**config.mk**
```make
export PLATFORM = sky130hd
export DESIGN_NAME = pulse_train_generator
export DESIGN_NICKNAME = d
export VERILOG_FILES = /design/src/rtl/pulse_train_generator.sv
export SDC_FILE = /design/constraint.sdc
export NUM_CORES = 1
export LEC_CHECK = 0
export BUFFER_PORTS_ARGS = -buffer_cell sky130_fd_sc_hd__buf_4
export CORE_MARGIN = 2
export CORE_UTILIZATION = 37
export DETAILED_ROUTE_END_ITERATION = 10
export PLACE_DENSITY = 0.67
export SLEW_MARGIN = 20
export SYNTH_ARGS = -nofsm -noshare
export SYNTH_HDL_FRONTEND = slang
export SYNTH_SLANG_ARGS = --single-unit
```
**constraint.sdc**
```tcl
create_clock -name clock -period 2.9 [get_ports clock]
set_clock_uncertainty 0.1 [all_clocks]
set_input_delay 0.29 -clock clock [delete_from_list [all_inputs] [get_ports clock]]
set_output_delay 0.29 -clock clock [all_outputs]
set_load 0.05 [all_outputs]
```
**src/rtl/pulse_train_generator.sv**
```systemverilog
// Pulse train generator: emits `count` pulses of high_len cycles high followed by
// low_len cycles low, then a one-cycle done strobe. Command fields are latched on accept.
module pulse_train_generator #(
    parameter int WIDTH = 8
) (
    input  logic             clock,
    input  logic             reset_n,
    input  logic             cmd_valid,
    output logic             cmd_ready,
    input  logic [WIDTH-1:0] high_len,
    input  logic [WIDTH-1:0] low_len,
    input  logic [WIDTH-1:0] count,
    input  logic             abort,
    output logic             data,
    output logic             busy,
    output logic             done,
    output logic [WIDTH-1:0] remaining
);

    typedef enum logic [1:0] {
        IDLE = 2'd0,
        HIGH = 2'd1,
        LOW  = 2'd2,
        DONE = 2'd3
    } state_t;

    localparam logic [WIDTH-1:0] ZERO = {WIDTH{1'b0}};
    localparam logic [WIDTH-1:0] ONE  = {{(WIDTH-1){1'b0}}, 1'b1};

    state_t           state_r;
    logic [WIDTH-1:0] high_len_r;
    logic [WIDTH-1:0] low_len_r;
    logic [WIDTH-1:0] phase_cnt_r;
    logic [WIDTH-1:0] high_eff_s;
    logic [WIDTH-1:0] low_eff_s;

    // Zero-length phases behave as one-cycle phases.
    always_comb begin
        high_eff_s = high_len;
        low_eff_s  = low_len;
        if (high_len == ZERO) begin
            high_eff_s = ONE;
        end else begin
            high_eff_s = high_len;
        end
        if (low_len == ZERO) begin
            low_eff_s = ONE;
        end else begin
            low_eff_s = low_len;
        end
    end

    // Main FSM with registered outputs; phase_cnt_r holds cycles left in the phase minus one.
    always_ff @(posedge clock or negedge reset_n) begin
        if (!reset_n) begin
            state_r     <= IDLE;
            high_len_r  <= ONE;
            low_len_r   <= ONE;
            phase_cnt_r <= ZERO;
            remaining   <= ZERO;
            data        <= 1'b0;
            busy        <= 1'b0;
            done        <= 1'b0;
            cmd_ready   <= 1'b1;
        end else begin
            case (state_r)
                IDLE: begin
                    done <= 1'b0;
                    if (cmd_valid) begin
                        high_len_r <= high_eff_s;
                        low_len_r  <= low_eff_s;
                        cmd_ready  <= 1'b0;
                        if (count == ZERO) begin
                            state_r     <= DONE;
                            data        <= 1'b0;
                            busy        <= 1'b0;
                            done        <= 1'b1;
                            remaining   <= ZERO;
                            phase_cnt_r <= ZERO;
                        end else begin
                            state_r     <= HIGH;
                            data        <= 1'b1;
                            busy        <= 1'b1;
                            remaining   <= count - ONE;
                            phase_cnt_r <= high_eff_s - ONE;
                        end
                    end else begin
                        cmd_ready <= 1'b1;
                        data      <= 1'b0;
                        busy      <= 1'b0;
                    end
                end
                HIGH: begin
                    if (abort) begin
                        state_r     <= IDLE;
                        data        <= 1'b0;
                        busy        <= 1'b0;
                        cmd_ready   <= 1'b1;
                        remaining   <= ZERO;
                        phase_cnt_r <= ZERO;
                    end else if (phase_cnt_r == ZERO) begin
                        state_r     <= LOW;
                        data        <= 1'b0;
                        phase_cnt_r <= low_len_r - ONE;
                    end else begin
                        phase_cnt_r <= phase_cnt_r - ONE;
                    end
                end
                LOW: begin
                    if (abort) begin
                        state_r     <= IDLE;
                        data        <= 1'b0;
                        busy        <= 1'b0;
                        cmd_ready   <= 1'b1;
                        remaining   <= ZERO;
                        phase_cnt_r <= ZERO;
                    end else if (phase_cnt_r == ZERO) begin
                        if (remaining != ZERO) begin
                            state_r     <= HIGH;
                            data        <= 1'b1;
                            remaining   <= remaining - ONE;
                            phase_cnt_r <= high_len_r - ONE;
                        end else begin
                            state_r <= DONE;
                            data    <= 1'b0;
                            busy    <= 1'b0;
                            done    <= 1'b1;
                        end
                    end else begin
                        phase_cnt_r <= phase_cnt_r - ONE;
                    end
                end
                DONE: begin
                    state_r   <= IDLE;
                    done      <= 1'b0;
                    cmd_ready <= 1'b1;
                    data      <= 1'b0;
                    busy      <= 1'b0;
                end
                default: begin
                    state_r     <= IDLE;
                    data        <= 1'b0;
                    busy        <= 1'b0;
                    done        <= 1'b0;
                    cmd_ready   <= 1'b1;
                    remaining   <= ZERO;
                    phase_cnt_r <= ZERO;
                end
            endcase
        end
    end

endmodule

```
==> results_tabular.tex, run 1 <==
\begin{tabular}{lr}
\hline
Metric & Value \\
\hline
\multicolumn{2}{l}{\textbf{GRT}} \\
\quad Gr usage total & between 10\% and 20\% \\
\quad First-pass GRT wire length & approximately 11000 um \\
\quad Initial antenna violation count & 0 \\
\quad Number of global-route vias before repair & approximately 2200 \\
\quad Pin count of the biggest net entering global routing & 39 \\
\quad Total overflow reported by the global router & 0 \\
\multicolumn{2}{l}{\textbf{Synthesis}} \\
\quad Yosys Warn Count & 0 \\
\quad Average cell area after synthesis & slightly above 9 um2 \\
\quad Register area share after synthesis & about a third \\
\quad Ys flop type & dfrtp\_1 \\
\quad Register bit total from synthesis & 38 \\
\quad Synth unique cells & roughly 50 \\
\quad Total nets after synthesis & between 300 and 400 \\
\quad Post-Syn Area & between 0.002 and 0.003 mm2 \\
\quad Number of flops mapped to enable cells by yosys & 0 \\
\quad Cells after Synth & 300 \\
\quad Fraction of registers with async set or reset after synthesis & 100\% \\
\multicolumn{2}{l}{\textbf{Power and ir drop}} \\
\quad Peak VDD IR & 0.526 mV \\
\quad Clock Power Share & between 10\% and 20\% \\
\quad Gate power share & 55.1\% \\
\quad PD cells & $\sim$1100 mW/mm2 \\
\quad Portion of total power attributed to sequential cells & between 20\% and 30\% \\
\quad Leakage dissipation & approximately 1.3 nW \\
\quad Switch share & roughly 47\% \\
\quad Net switching power & around 1.7 mW \\
\quad Internal Dissipation & approximately 2 mW \\
\multicolumn{2}{l}{\textbf{Clock tree}} \\
\quad Skew-Pair Late Insertion Delay & 0.30 ns \\
\quad Number of H-tree levels & 2 \\
\quad Sinks on Clock Net & 38 \\
\quad Clock tree buffer depth & 2 \\
\quad CTS clock-pin slew for the worst setup and hold paths & $\sim$0.09 ns \\
\quad CTS root buffer & clkbuf\_8 \\
\quad Setup Fix Bufs, Post-CTS & 0 \\
\quad Number of buffers created by CTS & 5 \\
\quad Clock tree from TritonCTS & yes \\
\multicolumn{2}{l}{\textbf{Floorplanning}} \\
\quad Vertical die dimension & $\sim$90 um \\
\quad \# rows & 31 \\
\quad Effective utilization at floorplan & about 38\% \\
\quad X dimension of the die & $\sim$90 um \\
\quad Total I/O pin count & 40 \\
\quad Core region area & approximately 0.0072 mm2 \\
\quad Die outline area & around 0.0080 mm2 \\
\multicolumn{2}{l}{\textbf{Run}} \\
\quad Count of maximum capacitance violations & 0 \\
\multicolumn{2}{l}{\textbf{Setup path}} \\
\quad Origin of the worst setup path & phase\_cnt\_r[0] \\
\quad Critical path endpoint category & flop \\
\quad Setup slack of the most critical reg-to-reg path & 0.41 ns \\
\quad Biggest fanout along the worst timing path & 11 \\
\quad Startpoint of the worst register-to-register path & phase\_cnt\_r[0] \\
\quad Worst Path Required & around 3 ns \\
\quad Data arrival, critical path & roughly 2.6 ns \\
\quad Type of the worst setup path & flop to flop \\
\quad Worst setup path endpoint & phase\_cnt\_r[5] \\
\quad Number of cells on the worst reg-to-reg path & 8 \\
\quad Critical R2R Capture & phase\_cnt\_r[5] \\
\quad Kind of start point of the critical path & flop \\
\multicolumn{2}{l}{\textbf{Cells and area}} \\
\quad Growth of design area from synthesis to finish & 19.3\% \\
\quad Fraction of final layout cells with drive strength greater than 1 & roughly a quarter \\
\quad Register cell area after layout & roughly 950 um2 \\
\quad Final net count & between 300 and 400 \\
\quad Ant. Diodes & 0 \\
\quad Total area of multi-input combinational cells & 0.00164 mm2 \\
\quad Fill cell instance count of the final layout & a little under 700 \\
\multicolumn{2}{l}{\textbf{Timing}} \\
\quad Hold slack & 0.130 ns \\
\quad Tightest Pin Transition & 0.714 ns \\
\quad Period utilization & 85.8\% \\
\quad Sum Neg Setup Slack & 0 ns \\
\quad Maximum clock frequency & $\sim$400 MHz \\
\quad Number of endpoints failing setup at the final stage & 0 \\
\quad Fin. max-slew vios & 0 \\
\quad Final Hold Vio Count & 0 \\
\quad Max transition margin & between 50\% and 60\% \\
\quad Post-route minimum period & around 2.5 ns \\
\quad Setup repair after global routing missed its margin & no \\
\multicolumn{2}{l}{\textbf{Detailed routing}} \\
\quad Number of routed nets with antenna violations & 0 \\
\quad Via density & between 5 and 6 \\
\quad DR pass1 iterations & 4 \\
\quad Detailed-route wire length & between 6000 and 7000 um \\
\quad Final routed wire length divided by cell count & 14.8 um \\
\quad Total via count after detailed routing & about 2400 \\
\quad Initial DRC Count & approximately 110 \\
\quad Drt drc & 0 \\
\multicolumn{2}{l}{\textbf{Placement}} \\
\quad Gp weighted congestion & $\sim$0.9 \\
\quad Estimated wirelength of the detail-placed design & 4960 um \\
\quad Number of I/O port buffers & 39 \\
\multicolumn{2}{l}{\textbf{Min path}} \\
\quad Hold-critical path depth & 2 \\
\quad Hold WC Path Type & input port to flop \\
\multicolumn{2}{l}{\textbf{Status}} \\
\quad Outcome & completed \\
\hline
\end{tabular}
-- worst min-delay path by stage --
stage,start,endpoint
after floorplan,reset_n,busy
after global placement,reset_n,high_len_r[7]
after detailed placement,reset_n,high_len_r[7]
after CTS,low_len[6],low_len_r[6]
after global routing,low_len[5],low_len_r[5]
final,low_len[2],low_len_r[2]
-- stage by stage --
stage / utilization, % / instance area (um2) / std cells / worst slack, ns / power, mW
final: 45.1 / 3240 / 440 / 0.411 / 3.71
after global routing: 45.1 / 3240 / 440 / 0.174 / 4.01
after CTS: 45.1 / 3240 / 440 / 0.415 / 3.72
after detailed placement: 43.1 / 3090 / 431 / 0.409 / 3.15
after global placement: 43.1 / 3090 / 431 / 0.527 / 3.11
after floorplan: - / 2720 / 300 / 0.637 / 2.64
-- layer usage --
layer  vias up  track usage [%]  share of wire (%)
li1       1182                -                  -
met1      1124             23.7                 47
met2        79             27.7                 47
met3        14             2.83                5.1
met4         0             5.02                1.2
met5         -                0                  0
-- cell type report --
| type | instances | share of cell area (%) |
|---|---|---|
| Sequential cell | 38 | 29.5 |
| Clock buffer | 5 | 2.12 |
| Tap cell | 99 | 3.82 |
| Inverter | 18 | 2.09 |
| Clock inverter | 3 | 2.12 |
| Timing Repair Buffer | 42 | 9.81 |
| Multi-Input combinational cell | 235 | 50.6 |
-- kinds of logic (layout without fill, tap and decap cells) --
| kind of cell | count (synthesis) | count (layout) | share of synthesized area (%) |
|---|---|---|---|
| fa+ha+maj | 14 | 14 | 6.45 |
| xor+xnor | 23 | 23 | 7.42 |
| mux | 14 | 14 | 5.80 |
| buf+inv | 27 | 68 | 4.56 |
| simple gates | 91 | 91 | 19.2 |
| compound gates | 93 | 93 | 21.4 |
| flops | 38 | 38 | 35.1 |
-- registers in the layout, indices dropped and copies added, names as in the netlist --
name / cells
busy: 1
cmd_ready: 1
data: 1
done: 1
high_len_r: 8
low_len_r: 8
phase_cnt_r: 8
remaining: 8
state_r: 2
-- cell usage after synthesis, types with 11 or more instances --
library cell  instances  share of area, %
xor2_1               11               3.5
ha_1                 14               6.4
dfrtp_1              35                32
o21ai_0              20               3.7
nand2_1              19               2.6
xnor2_1              12               3.9
nor2_1               22               3.0
mux2_2               14               5.8
o21ai_1              14               2.6
nor3_1               13               2.4
inv_1                18               2.5
a21oi_1              21               3.9
-- cell usage in the layout (no fill, tap or decap), types with 3 or more instances in the layout --
cell type,Yosys,layout
nor2b_1,5,5
a21oi_1,21,21
a31oi_1,4,4
buf_4,4,41
xor2_1,11,11
xnor2_1,12,12
mux2_2,14,14
or4_4,3,3
nand2_1,19,19
ha_1,14,14
o22ai_1,8,8
o21ai_0,20,20
a22oi_1,5,5
or3_1,3,3
dfstp_2,3,3
nand2b_1,5,5
o21a_1,3,3
clkbuf_8,0,5
nor4_1,7,7
nor2_1,22,22
inv_1,18,18
o21ai_1,14,14
nor3_1,13,13
dfrtp_1,35,35
-- worst max-delay path: stages (launching register included) --
cell	delay (ns)
dfrtp_1	0.42
inv_1	0.12
ha_1	0.15
nor4b_2	0.35
and2_1	0.41
a311o_1	0.52
nor3_1	0.12
a21oi_1	0.12
o21ai_1	0.08
-- power groups by stage --
| stage | logic (mW) | clock network (mW) | registers (mW) |
|---|---|---|---|
| after CTS | 2.04 | 0.568 | 1.11 |
| final | 2.05 | 0.559 | 1.11 |
| after detailed placement | 2.03 | 0 | 1.12 |
| after global placement | 2.00 | 0 | 1.10 |
| after floorplan | 1.35 | 0 | 1.29 |
| after global routing | 2.27 | 0.590 | 1.15 |
-- repair_timing --
| item | CTS | global route |
|---|---|---|
| hold endpoints to repair | 35 | 0 |
| hold buffers | 1 | 0 |
| resized for setup | 0 | 0 |
No activity file was read; power rests on OpenSTA's default activity.
==> inputs of run 2 (changes only) <==
--- a/config.mk
+++ b/config.mk
@@ -5,9 +5,12 @@
 export SDC_FILE = /design/constraint.sdc
 export NUM_CORES = 1
 export LEC_CHECK = 0
+export ABC_AREA = 1
 export BUFFER_PORTS_ARGS = -buffer_cell sky130_fd_sc_hd__buf_4
+export CAP_MARGIN = 20
 export CORE_MARGIN = 2
 export CORE_UTILIZATION = 37
+export CTS_CLUSTER_SIZE = 25
 export DETAILED_ROUTE_END_ITERATION = 10
 export PLACE_DENSITY = 0.67
 export SLEW_MARGIN = 20
==> results_tabular.tex, run 2 <==
\begin{tabular}{lr}
\hline
Metric & Value \\
\hline
\multicolumn{2}{l}{\textbf{Detailed routing}} \\
\quad Final routed wire length divided by cell count & 12.9 um (was 14.8 um) \\
\quad DR pass1 iterations & 4 (unchanged) \\
\quad Wire length on met2 & 3500 um (was 3030 um) \\
\quad Initial DRC Count & 134 (was 112) \\
\quad Top Metal Used & met4 (unchanged) \\
\quad Via density & 5.06 (was 5.45) \\
\quad Detailed-route wire length & 7320 um (was 6500 um) \\
\quad Met1 routed wirelength after detailed routing & 3370 um (was 3060 um) \\
\quad Wire length on met3 & 286 um (was 331 um) \\
\quad Number of routed nets with antenna violations & 0 (unchanged) \\
\quad Total via count after detailed routing & 2860 (was 2399) \\
\quad Drt drc & 0 (unchanged) \\
\multicolumn{2}{l}{\textbf{Cells and area}} \\
\quad Fraction of the core area covered by cells at the end of the flow & 44.1\% (was 45.1\%) \\
\quad Post-route cell area & 0.00336 mm2 (was 0.00324 mm2) \\
\quad Growth of design area from synthesis to finish & 17.8\% (was 19.3\%) \\
\quad Final net count & 504 (was 382) \\
\quad Post-route non-filler standard cell count & 565 (was 440) \\
\quad Ant. Diodes & 0 (unchanged) \\
\quad Top library cells by usage in the layout, fill and taps aside & nand2\_1, inv\_1, nor2\_1 (was buf\_4, dfrtp\_1, nor2\_1) \\
\quad Fraction of final layout cells with drive strength greater than 1 & 13.2\% (was 23.5\%) \\
\quad Leading cell type in the layout, fill and taps excluded & nand2\_1 (was buf\_4) \\
\quad Fill cell instance count of the final layout & 812 (was 691) \\
\multicolumn{2}{l}{\textbf{Power and ir drop}} \\
\quad Internal Dissipation & 1.74 mW (was 1.98 mW) \\
\quad Peak VDD IR & 0.541 mV (was 0.526 mV) \\
\quad Leakage dissipation & 1.66 nW (was 1.34 nW) \\
\quad Clock Power Share & 12.6\% (was 15.0\%) \\
\quad Switch share & 50.7\% (was 46.7\%) \\
\quad Net switching power & 1.79 mW (was 1.73 mW) \\
\quad Portion of total power attributed to sequential cells & 29.5\% (was 29.9\%) \\
\quad Gate power share & 57.9\% (was 55.1\%) \\
\quad PD cells & 1050 mW/mm2 (was 1150 mW/mm2) \\
\multicolumn{2}{l}{\textbf{GRT}} \\
\quad Number of global-route vias before repair & 2748 (was 2202) \\
\quad First-pass GRT wire length & 12400 um (was 10700 um) \\
\quad Total overflow reported by the global router & 0 (unchanged) \\
\quad Initial antenna violation count & 0 (unchanged) \\
\quad Gr usage total & 18.2\% (was 17.2\%) \\
\quad Pin count of the biggest net entering global routing & 39 (unchanged) \\
\multicolumn{2}{l}{\textbf{Synthesis}} \\
\quad Register area share after synthesis & 33.5\% (was 35.1\%) \\
\quad Ys flop type & dfrtp\_1 (unchanged) \\
\quad Share of Yosys cell area claimed by the top area cell type & 30.7\% (was 32.2\%) \\
\quad Register bit total from synthesis & 38 (unchanged) \\
\quad Average cell area after synthesis & 6.77 um2 (was 9.05 um2) \\
\quad Number of flops mapped to enable cells by yosys & 0 (unchanged) \\
\quad Top post-synthesis cells by area & dfrtp\_1, nand2\_1, inv\_1 (was dfrtp\_1, ha\_1, mux2\_2) \\
\quad Area leader, netlist & dfrtp\_1 (unchanged) \\
\quad Synth unique cells & 34 (was 49) \\
\quad Synth top cells by count & nand2\_1, inv\_1, nor2\_1, dfrtp\_1, o21ai\_0 (was dfrtp\_1, nor2\_1, a21oi\_1, o21ai\_0, nand2\_1) \\
\quad Total nets after synthesis & 463 (was 342) \\
\quad Yosys Warn Count & 0 (unchanged) \\
\quad Cells after Synth & 421 (was 300) \\
\quad Fraction of registers with async set or reset after synthesis & 100\% (unchanged) \\
\quad Most common cell in the synthesized netlist & nand2\_1 (was dfrtp\_1) \\
\quad Post-Syn Area & 0.00285 mm2 (was 0.00272 mm2) \\
\multicolumn{2}{l}{\textbf{Floorplanning}} \\
\quad Total I/O pin count & 40 (unchanged) \\
\quad Die outline area & 0.00842 mm2 (was 0.00804 mm2) \\
\quad X dimension of the die & 91.8 um (was 89.7 um) \\
\quad Core region area & 0.00761 mm2 (was 0.00718 mm2) \\
\quad Effective utilization at floorplan & 37.5\% (was 37.9\%) \\
\quad \# rows & 32 (was 31) \\
\quad Vertical die dimension & 91.8 um (was 89.7 um) \\
\multicolumn{2}{l}{\textbf{Setup path}} \\
\quad Data arrival, critical path & 2.25 ns (was 2.58 ns) \\
\quad Kind of start point of the critical path & flop (unchanged) \\
\quad Critical path endpoint category & flop (unchanged) \\
\quad Type of the worst setup path & flop to flop (unchanged) \\
\quad Biggest fanout along the worst timing path & 14 (was 11) \\
\quad Worst Path Required & 2.96 ns (was 2.99 ns) \\
\multicolumn{2}{l}{\textbf{Timing}} \\
\quad Number of endpoints failing setup at the final stage & 0 (unchanged) \\
\quad Sum Neg Setup Slack & 0 ns (unchanged) \\
\quad Final Hold Vio Count & 0 (unchanged) \\
\quad Post-route minimum period & 2.19 ns (was 2.49 ns) \\
\quad Min setup slack post-route & 0.712 ns (was 0.411 ns) \\
\quad Max transition margin & 39.5\% (was 52.3\%) \\
\quad Fin. max-slew vios & 0 (unchanged) \\
\quad Tightest Pin Transition & 0.905 ns (was 0.714 ns) \\
\quad Period utilization & 75.4\% (was 85.8\%) \\
\quad Setup repair after global routing missed its margin & no (unchanged) \\
\quad Maximum clock frequency & 457 MHz (was 402 MHz) \\
\multicolumn{2}{l}{\textbf{Clock tree}} \\
\quad Clock tree buffer depth & 2 (unchanged) \\
\quad Number of buffers created by CTS & 5 (unchanged) \\
\quad Number of H-tree levels & 2 (unchanged) \\
\quad Clock tree from TritonCTS & yes (unchanged) \\
\quad CTS root buffer & clkbuf\_8 (unchanged) \\
\quad CTS clock-pin slew for the worst setup and hold paths & 0.08 ns (was 0.09 ns) \\
\quad Cts repair resizes & 0 (unchanged) \\
\quad Skew-Pair Late Insertion Delay & 0.30 ns (about the same) \\
\quad Sinks on Clock Net & 38 (unchanged) \\
\multicolumn{2}{l}{\textbf{Placement}} \\
\quad Worst slack, placed & 0.759 ns (was 0.409 ns) \\
\quad Gp weighted congestion & 0.881 (was 0.905) \\
\quad Placed standard-cell area & 0.00324 mm2 (was 0.00309 mm2) \\
\quad Placed Instances & 556 (was 431) \\
\quad Number of I/O port buffers & 39 (unchanged) \\
\quad Estimated wirelength of the detail-placed design & 5700 um (was 4960 um) \\
\multicolumn{2}{l}{\textbf{Run}} \\
\quad Count of maximum capacitance violations & 0 (unchanged) \\
\multicolumn{2}{l}{\textbf{Status}} \\
\quad Outcome & completed (unchanged) \\
\multicolumn{2}{l}{\textbf{Min path}} \\
\quad Hold WC Path Type & input port to flop (unchanged) \\
\hline
\end{tabular}
run 2: cell types whose count changed after synthesis, moves of 8 or more:
cell and delta:
nand2_1 +76, inv_1 +43, nor2_1 +31, nand3_1 +27, o21ai_0 +15, mux2_2 -13
o21ai_1 -9, nand4_1 +8, nor3_1 -8
run 2: power by group through the flow:
stage          Clock [mW]  Combinational, mW  Sequential [mW]
6_report            0.446               2.05             1.04
2_1_floorplan           0               1.33             1.21
3_5_place_dp            0               2.03             1.05
4_1_cts             0.456               2.05             1.04
5_1_grt             0.483               2.32             1.08
3_3_place_gp            0               1.99             1.05
run 2: logic make-up (layout without fill, tap and decap cells):
family | after synthesis | count (layout) | synth area share [%]
multiplexers | 1 | 1 | 0.395
XOR/XNOR | 16 | 16 | 4.92
AND/OR/NAND/NOR | 199 | 199 | 29.4
AO/OA/AOI/OAI | 83 | 83 | 16.1
flip-flops | 38 | 38 | 33.5
adder cells (fa/ha/maj) | 14 | 14 | 6.15
buffers and inverters | 70 | 112 | 9.53
run 2: critical path, cell delays in order, from the launching register on:
cell and delay (ns):
dfrtp_1 0.42, inv_1 0.12, ha_1 0.27, nand2_2 0.15, inv_2 0.11, nand2_1 0.16
nand2_1 0.12, nor2_2 0.45, o21ai_0 0.16
run 2: cell type report:
cell class	count	area (um2)	share of cell area, %
Multi-Input combinational cell	313	1620	48.4
Sequential cell	38	955	28.4
Timing Repair Buffer	40	303	9.02
Inverter	64	243	7.23
Tap cell	102	128	3.80
Clock buffer	7	76.3	2.27
Clock inverter	1	30.0	0.894
run 2: repair_timing:
item	CTS	global route
hold buffers	1	0
endpoints found under the hold margin	35	0
buffers inserted	0	0
run 2: stage by stage:
| step | hold slack (ns) | total power, mW |
|---|---|---|
| final | 0.162 | 3.54 |
| after global placement | 0.192 | 3.05 |
| after CTS | 0.155 | 3.55 |
| after global routing | 0.163 | 3.88 |
| after floorplan | -0.106 | 2.55 |
| after detailed placement | 0.198 | 3.08 |
run 2: per-layer routing:
| metal | up-vias | global-route usage (%) |
|---|---|---|
| li1 | 1453 | - |
| met4 | 0 | 6.47 |
| met5 | - | 0 |
| met2 | 72 | 30.1 |
| met3 | 13 | 2.96 |
| met1 | 1322 | 24.1 |
run 2: path summary, 6_finish.rpt:
| check | from | endpoint | slack, ns | cells past startpoint |
|---|---|---|---|---|
| worst min-delay path | low_len[7] | low_len_r[7] | 0.16 | 3 |
| worst max register to register | state_r[0] | remaining[0] | 0.71 | 8 |
| worst max-delay path | state_r[0] | remaining[0] | 0.71 | 8 |
| max in group asynchronous | reset_n | high_len_r[0] | 1.92 | 2 |
| min in group asynchronous | reset_n | phase_cnt_r[0] | 0.42 | 2 |
| worst min register to register | busy | busy | 0.40 | 2 |
==> inputs of run 3 (changes only) <==
--- a/config.mk
+++ b/config.mk
@@ -12,7 +12,7 @@
 export CORE_UTILIZATION = 37
 export CTS_CLUSTER_SIZE = 25
 export DETAILED_ROUTE_END_ITERATION = 10
-export PLACE_DENSITY = 0.67
+export PLACE_DENSITY = 0.69
 export SLEW_MARGIN = 20
 export SYNTH_ARGS = -nofsm -noshare
 export SYNTH_HDL_FRONTEND = slang
==> constraint.sdc (replaced) <==
create_clock -name clock -period 1.9 [get_ports clock]
set_clock_uncertainty 0.1 [all_clocks]
set_input_delay 0.19 -clock clock [delete_from_list [all_inputs] [get_ports clock]]
set_output_delay 0.19 -clock clock [all_outputs]
set_load 0.05 [all_outputs]
==> results_tabular.tex, run 3 (synthesized netlist as in run 2, its figures left out) <==
\begin{tabular}{lr}
\hline
Metric & Value \\
\hline
\multicolumn{2}{l}{\textbf{Floorplanning}} \\
\quad Total I/O pin count & 40 (unchanged) \\
\quad Core region area & 0.00761 mm2 (unchanged) \\
\quad Die outline area & 0.00842 mm2 (unchanged) \\
\quad \# rows & 32 (unchanged) \\
\quad Effective utilization at floorplan & 37.5\% (unchanged) \\
\quad Vertical die dimension & 91.8 um (unchanged) \\
\quad X dimension of the die & 91.8 um (unchanged) \\
\multicolumn{2}{l}{\textbf{Min path}} \\
\quad Hold WC Path Type & input port to flop (unchanged) \\
\quad Hold-critical path depth & 3 (unchanged) \\
\multicolumn{2}{l}{\textbf{Setup path}} \\
\quad Data arrival, critical path & 1.94 ns (was 2.25 ns) \\
\quad Worst Path Required & 2.02 ns (was 2.96 ns) \\
\quad Number of cells on the worst reg-to-reg path & 9 (was 8) \\
\quad Kind of start point of the critical path & flop (unchanged) \\
\quad Type of the worst setup path & flop to flop (unchanged) \\
\quad Biggest fanout along the worst timing path & 6 (was 14) \\
\quad Critical path endpoint category & flop (unchanged) \\
\multicolumn{2}{l}{\textbf{Detailed routing}} \\
\quad Final routed wire length divided by cell count & 13.1 um (was 12.9 um) \\
\quad Detailed-route wire length & 7740 um (was 7320 um) \\
\quad DR pass1 iterations & 4 (unchanged) \\
\quad Number of routed nets with antenna violations & 0 (unchanged) \\
\quad Total via count after detailed routing & 3012 (was 2860) \\
\quad Initial DRC Count & 150 (was 134) \\
\quad Via density & 5.10 (was 5.06) \\
\quad Drt drc & 0 (unchanged) \\
\multicolumn{2}{l}{\textbf{GRT}} \\
\quad First-pass GRT wire length & 12700 um (was 12400 um) \\
\quad Initial antenna violation count & 0 (unchanged) \\
\quad Total overflow reported by the global router & 0 (unchanged) \\
\quad Gr usage total & 18.4\% (was 18.2\%) \\
\quad Pin count of the biggest net entering global routing & 39 (unchanged) \\
\quad Number of global-route vias before repair & 2838 (was 2748) \\
\multicolumn{2}{l}{\textbf{Power and ir drop}} \\
\quad Leakage dissipation & 1.82 nW (was 1.66 nW) \\
\quad Peak VDD IR & 1.08 mV (was 0.541 mV) \\
\quad Gate power share & 62.8\% (was 57.9\%) \\
\quad Net switching power & 2.95 mW (was 1.79 mW) \\
\quad Switch share & 50.5\% (was 50.7\%) \\
\quad Internal Dissipation & 2.89 mW (was 1.74 mW) \\
\quad Portion of total power attributed to sequential cells & 26.9\% (was 29.5\%) \\
\quad PD cells & 1610 mW/mm2 (was 1050 mW/mm2) \\
\quad Clock Power Share & 10.3\% (was 12.6\%) \\
\multicolumn{2}{l}{\textbf{Cells and area}} \\
\quad Post-route cell area & 0.00362 mm2 (was 0.00336 mm2) \\
\quad Final net count & 530 (was 504) \\
\quad Fraction of final layout cells with drive strength greater than 1 & 21.5\% (was 13.2\%) \\
\quad Leading cell type in the layout, fill and taps excluded & nand2\_1 (unchanged) \\
\quad Top library cells by usage in the layout, fill and taps aside & nand2\_1, buf\_4, inv\_1 (was nand2\_1, inv\_1, nor2\_1) \\
\quad Growth of design area from synthesis to finish & 27.2\% (was 17.8\%) \\
\quad Ant. Diodes & 0 (unchanged) \\
\quad Fill cell instance count of the final layout & 784 (was 812) \\
\multicolumn{2}{l}{\textbf{Timing}} \\
\quad Max transition margin & 65.3\% (was 39.5\%) \\
\quad Post-route minimum period & 1.83 ns (was 2.19 ns) \\
\quad Final Hold Vio Count & 0 (unchanged) \\
\quad Period utilization & 96.2\% (was 75.4\%) \\
\quad Number of endpoints failing setup at the final stage & 0 (unchanged) \\
\quad Hold slack & 0.0575 ns (was 0.162 ns) \\
\quad Maximum clock frequency & 547 MHz (was 457 MHz) \\
\quad Min setup slack post-route & 0.0721 ns (was 0.712 ns) \\
\quad Tightest Pin Transition & 0.521 ns (was 0.905 ns) \\
\quad Sum Neg Setup Slack & 0 ns (unchanged) \\
\quad Fin. max-slew vios & 0 (unchanged) \\
\multicolumn{2}{l}{\textbf{Clock tree}} \\
\quad Clock tree from TritonCTS & yes (unchanged) \\
\quad Skew-Pair Late Insertion Delay & 0.30 ns (about the same) \\
\quad Sinks on Clock Net & 38 (unchanged) \\
\quad Clock tree buffer depth & 2 (unchanged) \\
\quad Number of buffers created by CTS & 5 (unchanged) \\
\quad Number of H-tree levels & 2 (unchanged) \\
\quad CTS clock-pin slew for the worst setup and hold paths & 0.08 ns (about the same) \\
\quad CTS root buffer & clkbuf\_8 (unchanged) \\
\multicolumn{2}{l}{\textbf{Status}} \\
\quad Outcome & completed (unchanged) \\
\multicolumn{2}{l}{\textbf{Placement}} \\
\quad Number of I/O port buffers & 39 (unchanged) \\
\quad Gp weighted congestion & 0.902 (was 0.881) \\
\quad Worst slack, placed & -0.0491 ns (was 0.759 ns) \\
\quad Estimated wirelength of the detail-placed design & 5940 um (was 5700 um) \\
\quad Placed standard-cell area & 0.00339 mm2 (was 0.00324 mm2) \\
\multicolumn{2}{l}{\textbf{Run}} \\
\quad Count of maximum capacitance violations & 0 (unchanged) \\
\hline
\end{tabular}
==> run 3: cell types whose count changed in the layout (fill, tap and decap cells not counted), sizes merged <==
cell / previous run / this run
buf: 39 / 65
bufinv: 1 / 0
clkbuf: 7 / 6
clkinv: 0 / 1
clkinvlp: 0 / 1
==> run 3: metal layers <==
layer	up-vias	global-route usage, %	wire length (um)
met3	12	3.29	394
met4	0	6.22	128
met5	-	0	0
li1	1500	-	-
met1	1424	23.9	3490
met2	76	31.0	3730
==> run 3: power by group through the flow <==
stage	clock network [mW]	registers [mW]	logic, mW
4_1_cts	0.615	1.56	3.48
2_1_floorplan	0	1.86	2.04
3_5_place_dp	0	1.57	3.39
6_report	0.604	1.57	3.67
5_1_grt	0.650	1.62	4.06
3_3_place_gp	0	1.56	3.30
==> run 3: final timing paths <==
check | start | to | slack, ns
setup / recovery | remaining[1] | phase_cnt_r[2] | 0.07
hold / removal | low_len[0] | low_len_r[0] | 0.06
setup reg to reg | remaining[1] | phase_cnt_r[2] | 0.07
hold reg to reg | busy | busy | 0.41
max in group asynchronous | reset_n | remaining[0] | 1.00
min in group asynchronous | reset_n | low_len_r[3] | 0.30
==> run 3: repair_timing <==
action,in CTS,in global routing
hold buffers,1,0
resized for setup,3,22
buffers inserted,3,4
hold endpoints to repair,35,0
endpoints found under the setup margin,9,17
pin swaps,2,8
==> run 3: layout make-up <==
cell class | count | area, um2 | share of cell area, %
Timing Repair Buffer | 66 | 505 | 13.9
Inverter | 64 | 248 | 6.83
Clock buffer | 6 | 82.6 | 2.28
Sequential cell | 38 | 957 | 26.4
Tap cell | 102 | 128 | 3.52
Clock inverter | 2 | 12.5 | 0.345
Multi-Input combinational cell | 313 | 1690 | 46.7
==> run 3: critical path, stage by stage (launching register included) <==
cell     delay (ns)
dfrtp_2        0.42
inv_2          0.08
ha_1           0.18
nand3_2        0.11
nor2_4         0.18
nand2_4        0.08
o21ai_4        0.25
buf_6          0.15
a21oi_1        0.04
a21oi_1        0.16
==> run 3: metrics by stage <==
stage	power [mW]	instances	utilization, %
floorplan	3.89	421	-
global placement	4.86	575	44.5
detailed placement	4.96	575	44.5
CTS	5.65	587	46.3
global route	6.33	591	47.6
finish	5.84	591	47.6
